===== config.mk =====
export PLATFORM = sky130hd
export DESIGN_NAME = uart_tx_arbiter
export DESIGN_NICKNAME = d
export VERILOG_FILES = /design/src/rtl/uart_tx_arbiter.sv
export SDC_FILE = /design/constraint.sdc
export NUM_CORES = 1
export LEC_CHECK = 0
export CAP_MARGIN = 10
export CORE_MARGIN = 2
export CORE_UTILIZATION = 49
export CTS_CLUSTER_DIAMETER = 80
export DETAILED_ROUTE_END_ITERATION = 6
export HOLD_SLACK_MARGIN = 0.03
export PLACE_DENSITY = 0.87
export SYNTH_ARGS = -nofsm -noshare
export SYNTH_HDL_FRONTEND = slang
export SYNTH_SLANG_ARGS = --single-unit

===== constraint.sdc =====
create_clock -name clk -period 1.9 [get_ports clk]
set_input_delay 0.285 -clock clk [delete_from_list [all_inputs] [get_ports clk]]
set_output_delay 0.285 -clock clk [all_outputs]
set_load 0.01 [all_outputs]

===== src/rtl/uart_tx_arbiter.sv =====
// Round-robin arbiter that shares one 8N1 UART transmit line among NUM_REQ byte sources.
// A granted byte is latched, acknowledged with a one-cycle pulse and shifted out LSB first.
module uart_tx_arbiter #(
  parameter int unsigned NUM_REQ      = 4,
  parameter int unsigned CLKS_PER_BIT = 16,
  parameter int unsigned OWNER_W      = $clog2(NUM_REQ)
) (
  input  logic                   clk,
  input  logic                   rst,
  input  logic [NUM_REQ-1:0]     req,
  input  logic [8*NUM_REQ-1:0]   data_in,
  output logic [NUM_REQ-1:0]     ack,
  output logic                   busy,
  output logic [OWNER_W-1:0]     owner,
  output logic                   txd
);

  localparam int unsigned CNT_W = (CLKS_PER_BIT > 1) ? $clog2(CLKS_PER_BIT) : 1;
  localparam logic [CNT_W-1:0] CNT_MAX = CNT_W'(CLKS_PER_BIT - 1);

  typedef enum logic [1:0] {IDLE, START, DATA, STOP} state_t;

  state_t               state, state_nxt;
  logic [CNT_W-1:0]     bit_cnt, bit_cnt_nxt;
  logic [2:0]           bit_idx, bit_idx_nxt;
  logic [7:0]           shift, shift_nxt;
  logic [OWNER_W-1:0]   last_grant, last_grant_nxt;
  logic [OWNER_W-1:0]   owner_nxt;
  logic [NUM_REQ-1:0]   ack_nxt;
  logic                 busy_nxt;
  logic                 txd_nxt;

  logic                 grant_valid;
  logic [OWNER_W-1:0]   grant_idx;
  logic [OWNER_W-1:0]   cand;

  // First pending requester after last_grant, wrapping modulo NUM_REQ.
  always_comb begin
    grant_valid = 1'b0;
    grant_idx   = '0;
    cand        = '0;
    for (int unsigned k = 1; k <= NUM_REQ; k++) begin
      cand = OWNER_W'((32'(last_grant) + k) % NUM_REQ);
      if (!grant_valid && req[cand]) begin
        grant_valid = 1'b1;
        grant_idx   = cand;
      end
    end
  end

  always_ff @(posedge clk) begin
    if (rst) begin
      state      <= IDLE;
      bit_cnt    <= '0;
      bit_idx    <= '0;
      shift      <= '0;
      last_grant <= OWNER_W'(NUM_REQ - 1);
      owner      <= '0;
      ack        <= '0;
      busy       <= 1'b0;
      txd        <= 1'b1;
    end else begin
      state      <= state_nxt;
      bit_cnt    <= bit_cnt_nxt;
      bit_idx    <= bit_idx_nxt;
      shift      <= shift_nxt;
      last_grant <= last_grant_nxt;
      owner      <= owner_nxt;
      ack        <= ack_nxt;
      busy       <= busy_nxt;
      txd        <= txd_nxt;
    end
  end

  // Next-state logic; every serial phase lasts CLKS_PER_BIT cycles via bit_cnt.
  always_comb begin
    state_nxt      = state;
    bit_cnt_nxt    = bit_cnt;
    bit_idx_nxt    = bit_idx;
    shift_nxt      = shift;
    last_grant_nxt = last_grant;
    owner_nxt      = owner;
    ack_nxt        = '0;
    busy_nxt       = busy;
    txd_nxt        = txd;

    case (state)
      IDLE: begin
        txd_nxt  = 1'b1;
        busy_nxt = 1'b0;
        if (grant_valid) begin
          state_nxt      = START;
          shift_nxt      = data_in[{grant_idx, 3'b000} +: 8];
          owner_nxt      = grant_idx;
          last_grant_nxt = grant_idx;
          ack_nxt        = NUM_REQ'(1) << grant_idx;
          busy_nxt       = 1'b1;
          txd_nxt        = 1'b0;
          bit_cnt_nxt    = '0;
          bit_idx_nxt    = '0;
        end
      end
      START: begin
        if (bit_cnt == CNT_MAX) begin
          bit_cnt_nxt = '0;
          bit_idx_nxt = '0;
          state_nxt   = DATA;
          txd_nxt     = shift[0];
        end else begin
          bit_cnt_nxt = bit_cnt + CNT_W'(1);
        end
      end
      DATA: begin
        if (bit_cnt == CNT_MAX) begin
          bit_cnt_nxt = '0;
          if (bit_idx == 3'd7) begin
            state_nxt = STOP;
            txd_nxt   = 1'b1;
          end else begin
            bit_idx_nxt = bit_idx + 3'd1;
            shift_nxt   = {1'b0, shift[7:1]};
            txd_nxt     = shift[1];
          end
        end else begin
          bit_cnt_nxt = bit_cnt + CNT_W'(1);
        end
      end
      STOP: begin
        if (bit_cnt == CNT_MAX) begin
          bit_cnt_nxt = '0;
          state_nxt   = IDLE;
          busy_nxt    = 1'b0;
          txd_nxt     = 1'b1;
        end else begin
          bit_cnt_nxt = bit_cnt + CNT_W'(1);
        end
      end
      default: begin
        state_nxt = IDLE;
        txd_nxt   = 1'b1;
        busy_nxt  = 1'b0;
      end
    endcase
  end

endmodule


Yosys cells after proc, flatten, opt, wreduce, memory -nomap -nowiden
Cells that the tools add are included.
{"block": "totals", "reg_bits": 27}
{"block": "classes", "n_addsub": 6, "order_cmp": 4, "eq_ne": 11, "shift": 2, "n_mux": 43, "bitwise": 2, "n_reduce_logical": 18}
{"op": "32-bit by 6-bit variable part select with 8-bit output", "count": 1}
{"op": "8-bit 2-to-1 mux", "count": 3}
{"op": "2-bit 2-to-1 mux", "count": 9}
{"op": "8-bit one-hot mux with 2 select lines", "count": 1}
{"op": "1-bit 2-to-1 mux", "count": 15}
{"op": "2-bit by 3-bit less-than comparator with 1-bit output (second input constant)", "count": 4}
{"op": "3-bit 2-to-1 mux", "count": 4}
{"op": "2-bit inequality test (second input constant)", "count": 6}
{"op": "5-bit AND reduction", "count": 2}
{"op": "3-bit one-hot mux with 3 select lines", "count": 1}
{"op": "1-bit binary-select mux with 2-bit select", "count": 4}
{"op": "4-bit 2-to-1 mux", "count": 2}
{"op": "2-bit one-hot mux with 4 select lines", "count": 1}
{"op": "4-bit one-hot mux with 2 select lines", "count": 1}
{"op": "3-bit OR reduction", "count": 2}
{"op": "2-bit by 1-bit adder with 2-bit output (second input constant)", "count": 2}
{"op": "2-bit adder (second input constant)", "count": 2}
{"op": "4-bit by 1-bit adder with 4-bit output (second input constant)", "count": 1}
{"op": "2-bit == test (second input constant)", "count": 2}
{"op": "4-bit == test (second input constant)", "count": 1}
{"op": "1-bit one-hot mux with 4 select lines", "count": 1}
{"op": "2-bit AND reduction", "count": 2}
{"op": "4-bit AND reduction", "count": 1}
{"op": "2-bit nonzero test", "count": 2}
{"op": "11 further kinds", "count": 16}

Logic depth before layout (Yosys ltp)
Gate-level depths: netlist of run 1.
{"block": "depth", "ltp_word": 16, "depth_mapped": 7, "ltp_nobuf": 7}

Least setup slack after synthesis of run 1
Ideal clock, no wire load.
{"block": "synth_timing", "path_type": "flip-flop to flip-flop", "startpoint": "register state[0]", "endpoint": "register shift[1]", "setup_ns": 0.074, "arrival_ns": 1.567, "t_required_ns": 1.826, "path_slack_ns": 0.259, "stages_incl_launch_ff": 8, "n_path_buf": 1, "period_less_slack_ns": 1.641, "cell_sequence": "dfxtp_1 -> inv_1 -> ha_1 -> inv_1 -> clkbuf_1 -> nand3_1 -> mux2_4 -> a31oi_2"}
{"block": "synth_via", "elab_chain_len": 3, "word_cells_on_any_way": 8, "cone_classes": "4 x eq/ne; 1 x mux; 3 x reduce/logical"}
{"item": "start: declaration", "line": "23", "source": "state_t state, state_nxt;"}
{"item": "start signal: assignment", "line": "63", "source": "state <= state_nxt;"}
{"item": "2-bit == test / 2-bit logical NOT (equally long branches)", "line": "87", "source": "case (state)"}
{"item": "2-bit inequality test (no line) / 2-bit nonzero test (equally long branches)"}
{"item": "4-bit AND reduction (no line)"}
{"item": "end signal: assignment", "line": "66", "source": "shift <= shift_nxt;"}
{"item": "end: declaration", "line": "26", "source": "logic [7:0] shift, shift_nxt;"}
Parallel ways exist; a longest one is shown, timed or not.
A chain may end at the register's enable or synchronous reset.

Worst setup path after layout of run 1
{"block": "layout_timing", "startpoint": "input req[1]", "endpoint": "register shift[4]"}
{"block": "layout_via", "elab_chain_len": 15, "word_cells_on_any_way": 27, "cone_classes": "1 x eq/ne; 1 x shift; 18 x mux; 7 x reduce/logical"}
{"item": "start: declaration", "line": "10", "source": "input logic [NUM_REQ-1:0] req,"}
{"item": "1-bit binary-select mux with 2-bit select", "line": "44", "source": "if (!grant_valid && req[cand]) begin"}
{"item": "1-bit 2-to-1 mux (implied by the code)", "line": "44"}
{"item": "1-bit 2-to-1 mux", "line": "44"}
{"item": "1-bit logical NOT", "line": "44"}
{"item": "1-bit logical AND", "line": "44"}
{"item": "1-bit 2-to-1 mux", "line": "44"}
{"item": "1-bit logical NOT", "line": "44"}
{"item": "1-bit logical AND", "line": "44"}
{"item": "1-bit 2-to-1 mux", "line": "44"}
{"item": "1-bit logical NOT", "line": "44"}
{"item": "1-bit logical AND", "line": "44"}
{"item": "2-bit 2-to-1 mux", "line": "44"}
{"item": "32-bit by 6-bit variable part select with 8-bit output", "line": "93", "source": "shift_nxt = data_in[{grant_idx, 3'b000} +: 8];"}
{"item": "8-bit 2-to-1 mux", "line": "91", "source": "if (grant_valid) begin"}
{"item": "8-bit one-hot mux with 2 select lines", "line": "87"}
Parallel ways exist; a longest one is shown, timed or not. The select of a mux whose other input is x is not followed.

==> key figures, run 1 <==
Layout
  – Antenna cells: 0
  – P&R area growth vs syn: 41.20%
  – Nets: 334
  – # fillers: 262
  – Most frequent cells in the layout: 45 x clkdlybuf4s50_1, 27 x dfxtp_1, 23 x buf_4
  – Share of cells above drive strength 1: about a fifth
  – Final Instance Area: 2569 sq um
  – Most common cell after layout, fill and taps aside: clkdlybuf4s50_1

Hold path
  – Hold_sp: bit_idx[1]
  – Hold WC Path Type: register to register

Critical path
  – CP required: approximately 2.1 ns
  – Critical Path Max Stage Delay: 0.51 ns
  – Largest fanout on the critical path: 17
  – Worst setup SP type: primary input
  – Path type of the worst setup path: primary input to register
  – Buf/Inv on CP: 3
  – Delay-heaviest family, CP: buffers and inverters
  – Crit end category: register
  – Slowest-stage cell, CP: clkdlybuf4s50_1
  – Worst Setup SP: req[1]
  – Critical path, cell by cell: clkdlybuf4s50_1 -> buf_4 -> nor2b_1 -> o21ai_2 -> buf_4 -> and4_1 -> o21ai_0 -> a31oi_2
  – Most used cell, CP: buf_4
  – FF-to-FF Start: bit_cnt[0]
  – Worst Path Arrival: approximately 2 ns

Floorplanning
  – Die area: roughly 4200 sq um
  – Chip Width: around 65 um
  – Initial Util: 50.45%
  – Num rows: 22
  – IO Count: 46
  – Die H: 64.93 um
  – Core box area: 3606 sq um

Synthesis
  – Primary FF master, synth: dfxtp_1
  – Netlist cell types: between 40 and 50
  – Post-synthesis sequential area ratio: 29.71%
  – Synth Warn #: 0
  – Area leader, netlist: dfxtp_1
  – Post-synth EDFFs: 0
  – Mapped Area: approximately 1800 sq um
  – Asr flop ratio synth: 0%
  – #FFs+latches synth: 27
  – Top cell type's share of synthesized area: between 20% and 30%
  – Area contributors post-synth: dfxtp_1 30%, a21oi_1 5.5%, ha_1 5.5%
  – Syn Inst Count: 224
  – Syn_area_per_cell: 8.122 sq um
  – Synth Net Count: 270

Timing
  – Hold Vio Cnt, Final: 0
  – Peak Freq: 546.4 MHz
  – Setup Skew: ~0.0032 ns
  – TNS Setup: 0 ns
  – RSZ-0062 raised after global routing: yes
  – Final slew viol count: 0
  – Slew @ Worst Pin: 0.3704 ns
  – Final setup fails: 0
  – Fin worst setup slack: 0.06975 ns
  – Final Cycle Share: 96.33%
  – Slew margin rel.: 75.30%
  – Minimum clock period: approximately 1.8 ns

CTS
  – CTS Buf Count: 3
  – Max clock buf depth: 2
  – CTS H-Tree Depth: 1
  – Hold buffers post-CTS: 0
  – CTS clk-pin slew, worst paths: 0.10 ns
  – TritonCTS clock tree: yes
  – Post-CTS Setup Bufs: 0
  – Clock latency at the later pin of the worst-skew pair: 0.28 ns
  – Root buffer cell: clkbuf_8
  – CTS sink cnt: 27
  – CTS resizes: 1

Place
  – Placed inst area: 2471 sq um
  – Port Buffers: 45
  – GP Congestion: 0.8390
  – HPWL after DPL: roughly 3600 um
  – Place WS: -0.2754 ns

Global route
  – Global-route wire length before repair: 7859 um
  – Most Crowded Layer GR: met2
  – Met1 global-route usage: 28.30%
  – GR Util All Layers: 23.75%
  – Met3 Track Usage GR: about 2.6%
  – GRT Residual Overflow: 0
  – Vias in the first global route: 1813
  – Largest net degree at the start of global routing: 25
  – Antenna violations before repair: 0
  – M2 GR Usage: 42.65%

Pwr
  – P_sw: ~1.4 mW
  – Internal: 1.901 mW
  – PD cells: 1279 nW/um^2
  – Clock power frac: 10.6%
  – Combinational share of power: 63.0%
  – Leak: 1.054 nW
  – Maximum vdd drop: a little under 800 uV
  – Switching Share: 42.14%
  – Sequential share of power: 26.5%

Routing
  – Vias per std cell: 5.600
  – Via count: 1876
  – WL final: 4808 um
  – DRC viols: 0
  – Pre-Repair DR Iteration Count: 5
  – Routed Antenna Nets: 0
  – Routed len/inst: around 14 um
  – DR iter-0 viols: approximately 110

Job
  – Max-Cap Viols: 0

Outcome
  – Outcome: finished clean
[cell usage after synthesis (6+ instances only)]
cell type	instances
nand2_1	12
o21ai_0	17
ha_1	8
nor2_1	21
o21bai_1	6
dfxtp_1	27
a31oi_2	6
a31oi_1	8
a21oi_1	20
and4_1	8
inv_1	14
nand3_1	14
mux2_4	6
[power groups by stage]
stage                     Sequential [mW]  Combinational [mW]  Clock [mW]
after global routing                0.895                2.29       0.376
after detailed placement            0.880                1.97           0
after floorplan                     0.878                1.32           0
after CTS                           0.866                1.98       0.345
final                               0.869                2.07       0.347
after global placement              0.869                1.91           0
[final timing paths]
check | end | slack [ns] | depth (start not counted)
hold reg to reg | bit_idx[1] | 0.47 | 2
setup / recovery | shift[4] | 0.07 | 8
setup reg to reg | bit_idx[0] | 0.12 | 6
hold / removal | bit_idx[1] | 0.47 | 2
[worst min-delay path: stages (launching register included)]
cell and delay [ns]:
dfxtp_1 0.33, nand2_1 0.06, a21oi_1 0.05
[sequential cells by signal, indices dropped and copies added (netlist names)]
name	cells
ack	4
shift	8
txd	1
bit_idx	3
last_grant	2
bit_cnt	4
busy	1
owner	2
state	2
[cell type report]
type	instances	area, sq um	area share (%)
repair buffers	69	643.1	25.04
flip-flops and latches	27	540.5	21.04
multi-input cells	173	1226	47.74
clock inverters	1	5.005	0.1948
well taps	48	60.06	2.338
inverters	14	52.55	2.046
clock buffers	3	41.29	1.607
[through the flow]
step / hold slack, ns / utilization [%] / power (mW) / cells
after floorplan: 0.4356 / - / 2.200 / 224
after global placement: 0.4438 / 68.53 / 2.782 / 331
after detailed placement: 0.4604 / 68.53 / 2.847 / 331
after CTS: 0.4750 / 69.95 / 3.195 / 335
after global routing: 0.5080 / 71.24 / 3.558 / 335
final: 0.4737 / 71.24 / 3.285 / 335
[logic make-up (layout without fill, tap and decap cells)]
| logic type | count (synthesis) | count (layout) | synth area share (%) |
|---|---|---|---|
| compound gates | 74 | 74 | 28.13 |
| fa+ha+maj | 8 | 8 | 5.502 |
| buf+inv | 24 | 87 | 5.708 |
| flops | 27 | 27 | 29.71 |
| mux | 10 | 10 | 7.153 |
| simple gates | 81 | 81 | 23.80 |
[metal layers]
metal | share of wire [%] | up-vias
li1 | - | 944
met1 | 42 | 877
met2 | 52 | 46
met3 | 4.2 | 9
met4 | 2.0 | 0
met5 | 0 | -
Power figures use the tool's default switching activity.
==> inputs of run 2 (changes only) <==
- CORE_MARGIN: 2 -> unset
==> key figures, run 2 (synthesis results as in run 1) <==
Outcome
  – Outcome: finished clean

Global route
  – Largest net degree at the start of global routing: 25 (unchanged)
  – Antenna violations before repair: 0 (unchanged)
  – Vias in the first global route: 1706 (-5.9%)
  – GRT Residual Overflow: 0 (unchanged)
  – GR Util All Layers: 23.71% (-0.041 points)
  – Global-route wire length before repair: 7590 um (-3.4%)

Floorplanning
  – Initial Util: 52.85% (+2.4 points)
  – Core box area: 3442 sq um (-4.5%)
  – Chip Width: 62.93 um (-3.1%)
  – Die area: 3960 sq um (-6.1%)
  – Die H: 62.93 um (-3.1%)
  – Num rows: 21 (-4.5%)
  – IO Count: 46 (unchanged)

Routing
  – DRC viols: 0 (unchanged)
  – Pre-Repair DR Iteration Count: 4 (-1)
  – Vias per std cell: 5.626 (+0.46%)
  – Via count: 1879 (+0.16%)
  – Routed Antenna Nets: 0 (unchanged)
  – DR iter-0 viols: 188 (+66%)
  – WL final: 4685 um (-2.6%)
  – Routed len/inst: 14.03 um (-2.3%)

Layout
  – # fillers: 261 (-0.38%)
  – Final core utilization: 74.08% (+2.8 points)
  – Antenna cells: 0 (unchanged)
  – Nets: 335 (+0.30%)
  – Final Instance Area: 2550 sq um (-0.73%)
  – Share of cells above drive strength 1: 17.71% (-1.1 points)
  – Most frequent cells in the layout: 44 x clkdlybuf4s50_1, 27 x dfxtp_1, 23 x buf_4
  – P&R area growth vs syn: 40.17%
  – Biggest register: shift
  – Most common cell after layout, fill and taps aside: clkdlybuf4s50_1
  – Max FFs per register: 8 (unchanged)
  – Top flop regs: shift (8), ack (4), bit_cnt (4)

Timing
  – RSZ-0062 raised after global routing: no
  – Final setup fails: 0 (unchanged)
  – Minimum clock period: 1.800 ns (-0.03050 ns)
  – Final Cycle Share: 94.72% (-1.6 points)
  – Worst hold slack: 0.4689 ns (-0.004833 ns)
  – Slew margin rel.: 77.81% (+2.5 points)
  – Final slew viol count: 0 (unchanged)
  – Hold Vio Cnt, Final: 0 (unchanged)
  – Slew @ Worst Pin: 0.3327 ns (-0.03769 ns)
  – Peak Freq: 555.6 MHz (+1.7%)
  – Setup Skew: 0.003280 ns (+0.00009545 ns)
  – TNS Setup: 0 ns (unchanged)

CTS
  – Max clock buf depth: 2 (unchanged)
  – Post-CTS Setup Bufs: 0 (unchanged)
  – CTS clk-pin slew, worst paths: 0.09 ns (about the same)
  – CTS H-Tree Depth: 1 (unchanged)
  – CTS Buf Count: 3 (unchanged)
  – Root buffer cell: clkbuf_8
  – CTS sink cnt: 27 (unchanged)
  – Clock latency at the later pin of the worst-skew pair: 0.27 ns (about the same)
  – TritonCTS clock tree: yes

Pwr
  – Leak: 1.066 nW (+1.2%)
  – Sequential share of power: 27.0% (+0.5 points)
  – Internal: 1.889 mW (-0.62%)
  – Clock power frac: 10.2% (-0.4 points)
  – Total chip power: 3.222 mW (-1.9%)
  – Maximum vdd drop: 738.0 uV (-5.9%)
  – Combinational share of power: 62.8% (-0.2 points)
  – PD cells: 1264 nW/um^2 (-1.2%)
  – P_sw: 1.334 mW (-3.7%)
  – Switching Share: 41.38% (-0.76 points)

Place
  – GP Congestion: 0.9033 (+7.7%)
  – Placed inst area: 2489 sq um (+0.71%)
  – Port Buffers: 45 (unchanged)
  – HPWL after DPL: 3560 um (-1.2%)

Hold path
  – Hold depth: 2 (unchanged)
  – Hold WC Path Type: register to register

Critical path
  – Path type of the worst setup path: register to register
  – Largest fanout on the critical path: 6 (-11)
  – Crit end category: register
  – Worst Path Arrival: 2.00 ns (about the same)
  – R2R depth: 6 (unchanged)
  – Worst setup SP type: register
  – CP required: 2.10 ns (+0.03 ns)
  – R2r setup slk: 0.10 ns (-0.02 ns)

Job
  – Max-Cap Viols: 0 (unchanged)
[run 2: timing repair]
| action | in CTS | in global routing |
|---|---|---|
| hold buffers | 0 | 0 |
| endpoints found under the setup margin | 0 | 8 |
| gates resized for setup | 0 | 6 |
[run 2: through the flow]
stage / setup WS, ns / std cells
final: 0.1003 / 334
after global routing: 0.01036 / 334
after CTS: 0.01217 / 334
after detailed placement: -0.2235 / 330
after global placement: -0.1083 / 330
after floorplan: 0.2592 / 224
[run 2: final timing paths]
check,end,startpoint
worst min-delay path,bit_idx[1],bit_idx[1]
worst max register to register,shift[2],bit_cnt[0]
worst max-delay path,shift[2],bit_cnt[0]
worst min register to register,bit_idx[1],bit_idx[1]
[run 2: critical path: stages, from the launching register on]
cell and delay, ns:
dfxtp_1 0.39, ha_1 0.23, nand3_1 0.24, nor3_2 0.27
o21a_1 0.31, o21bai_1 0.13, a31oi_2 0.15
[run 2: metal layers]
layer	global-route usage, %	part of all wire, %
met3	4.380	5.4
met1	31.26	45
met5	0	0
met2	38.31	48
met4	8.140	1.8
[run 2: final cells by class]
type / instances / area (sq um) / area share (%)
clock buffer: 4 / 45.04 / 1.766
inverter: 14 / 52.55 / 2.061
multi-input combinational: 173 / 1189 / 46.61
sequential: 27 / 540.5 / 21.20
tap: 46 / 57.56 / 2.257
timing repair buffer: 70 / 665.6 / 26.10
[run 2: power by group through the flow]
stage	Sequential, mW	Clock, mW	Combinational, mW
global route	0.893	0.355	2.22
global placement	0.871	0	1.94
floorplan	0.878	0	1.32
detailed placement	0.880	0	1.99
CTS	0.869	0.337	2.01
finish	0.871	0.328	2.02
==> inputs of run 3 (changes only) <==
- CORE_UTILIZATION: 49 -> 35
- PLACE_DENSITY: 0.87 -> 0.67
==> key figures, run 3 (synthesis results as in run 1) <==
Outcome
  – Outcome: finished clean

Floorplanning
  – Num rows: 25 (+19%)
  – Die H: 74.10 um (+18%)
  – Chip Width: 74.10 um (+18%)
  – Core box area: 4848 sq um (+41%)
  – IO Count: 46 (unchanged)
  – Initial Util: 37.52% (-15 points)
  – Die area: 5490 sq um (+39%)

Critical path
  – Worst setup SP type: primary input
  – FF-to-FF Start: bit_cnt[0]
  – Worst Setup SP: req[3]
  – Path type of the worst setup path: primary input to register
  – Largest fanout on the critical path: 6 (unchanged)
  – R2r setup slk: 0.16 ns (+0.06 ns)
  – CP required: 2.11 ns (about the same)
  – Crit end category: register
  – Worst Path Arrival: 1.96 ns (-0.04 ns)

Timing
  – Slew margin rel.: 78.64% (+0.82 points)
  – Setup Skew: 0.002457 ns (-0.0008236 ns)
  – Final Cycle Share: 92.29% (-2.4 points)
  – Final slew viol count: 0 (unchanged)
  – RSZ-0062 raised after global routing: no
  – Minimum clock period: 1.754 ns (-0.04624 ns)
  – Final setup fails: 0 (unchanged)
  – Peak Freq: 570.3 MHz (+2.6%)
  – Worst hold slack: 0.4637 ns (-0.005184 ns)
  – Slew @ Worst Pin: 0.3171 ns (-0.01562 ns)
  – Hold Vio Cnt, Final: 0 (unchanged)

CTS
  – Root buffer cell: clkbuf_8
  – CTS H-Tree Depth: 1 (unchanged)
  – Max clock buf depth: 2 (unchanged)
  – TritonCTS clock tree: yes
  – CTS sink cnt: 27 (unchanged)
  – CTS clk-pin slew, worst paths: 0.10 ns (about the same)
  – Clock latency at the later pin of the worst-skew pair: 0.27 ns (about the same)
  – CTS Buf Count: 3 (unchanged)

Routing
  – Via count: 1804 (-4.0%)
  – WL final: 4516 um (-3.6%)
  – DRC viols: 0 (unchanged)
  – Pre-Repair DR Iteration Count: 4 (unchanged)
  – DR iter-0 viols: 107 (-43%)
  – Vias per std cell: 5.039 (-10%)
  – Routed Antenna Nets: 0 (unchanged)
  – Routed len/inst: 12.61 um (-10%)

Global route
  – GR Util All Layers: 17.39% (-6.3 points)
  – GRT Residual Overflow: 0 (unchanged)
  – Largest net degree at the start of global routing: 25 (unchanged)
  – Vias in the first global route: 1665 (-2.4%)
  – Antenna violations before repair: 0 (unchanged)
  – Global-route wire length before repair: 7486 um (-1.4%)

Hold path
  – Hold WC Path Type: register to register
  – Hold_sp: bit_idx[1]

Layout
  – Final core utilization: 54.27% (-20 points)
  – Top flop regs: shift (8), ack (4), bit_cnt (4)
  – Biggest register: shift
  – Most common cell after layout, fill and taps aside: clkdlybuf4s50_1
  – Most frequent cells in the layout: 43 x clkdlybuf4s50_1, 27 x dfxtp_1, 24 x buf_4
  – Max FFs per register: 8 (unchanged)
  – P&R area growth vs syn: 44.64%
  – Nets: 338 (+0.90%)
  – Antenna cells: 0 (unchanged)
  – Share of cells above drive strength 1: 17.87% (+0.16 points)

Pwr
  – PD cells: 1251 nW/um^2 (-1.0%)
  – Leak: 1.101 nW (+3.2%)
  – Maximum vdd drop: 575.2 uV (-22%)

Place
  – GP Congestion: 0.8248 (-8.7%)
  – Port Buffers: 45 (unchanged)
  – HPWL after DPL: 3494 um (-1.9%)

Job
  – Max-Cap Viols: 0 (unchanged)
-- run 3: worst max-delay path: stages --
cell	delay (ns)
clkdlybuf4s50_1	0.45
and2b_1	0.20
o221ai_1	0.22
buf_4	0.21
buf_12	0.11
nand3_1	0.08
mux2_4	0.28
a31oi_2	0.12
-- run 3: metal layers --
layer  part of all wire (%)  up-vias  track usage, %
met4                   0.18        0           3.846
met1                     48      813           24.28
met3                    4.3        2           2.439
met2                     47       32           28.38
li1                       -      957               -
met5                      0        -               0
-- run 3: worst paths after layout --
path,end,cells past startpoint
min reg2reg,bit_idx[1],2
min,bit_idx[1],2
max,shift[2],8
max reg2reg,bit_idx[0],6
-- run 3: through the flow --
step,instance area [sq um],cells,setup TNS (ns),setup WS [ns],power [mW]
2_1_floorplan,1819,224,0,0.2592,2.200
3_3_place_gp,2562,354,-1.227,-0.1441,2.931
3_5_place_dp,2562,354,-1.937,-0.2279,2.957
4_1_cts,2608,358,0,0.05792,3.297
5_1_grt,2631,358,0,0.008472,3.572
6_report,2631,358,0,0.1465,3.291
-- run 3: what timing repair did --
action,in CTS,in global routing
resized for setup,0,6
endpoints found under the setup margin,0,8
setup buffers,0,0
hold buffers,0,0
hold endpoints to repair,0,0
-- run 3: cell type report --
type,count,area (sq um)
Sequential cell,27,540.5
Fill cell,459,2217
Clock buffer,4,45.04
Timing Repair Buffer,73,715.7
Multi-Input combinational cell,173,1194
Inverter,14,52.55
Tap cell,67,83.83
-- run 3: report_power, final --
part | total, mW | internal (mW) | switching (mW)
registers | 0.864 | 0.749 | 0.114
clock network | 0.336 | 0.150 | 0.186
logic | 2.09 | 1.05 | 1.04
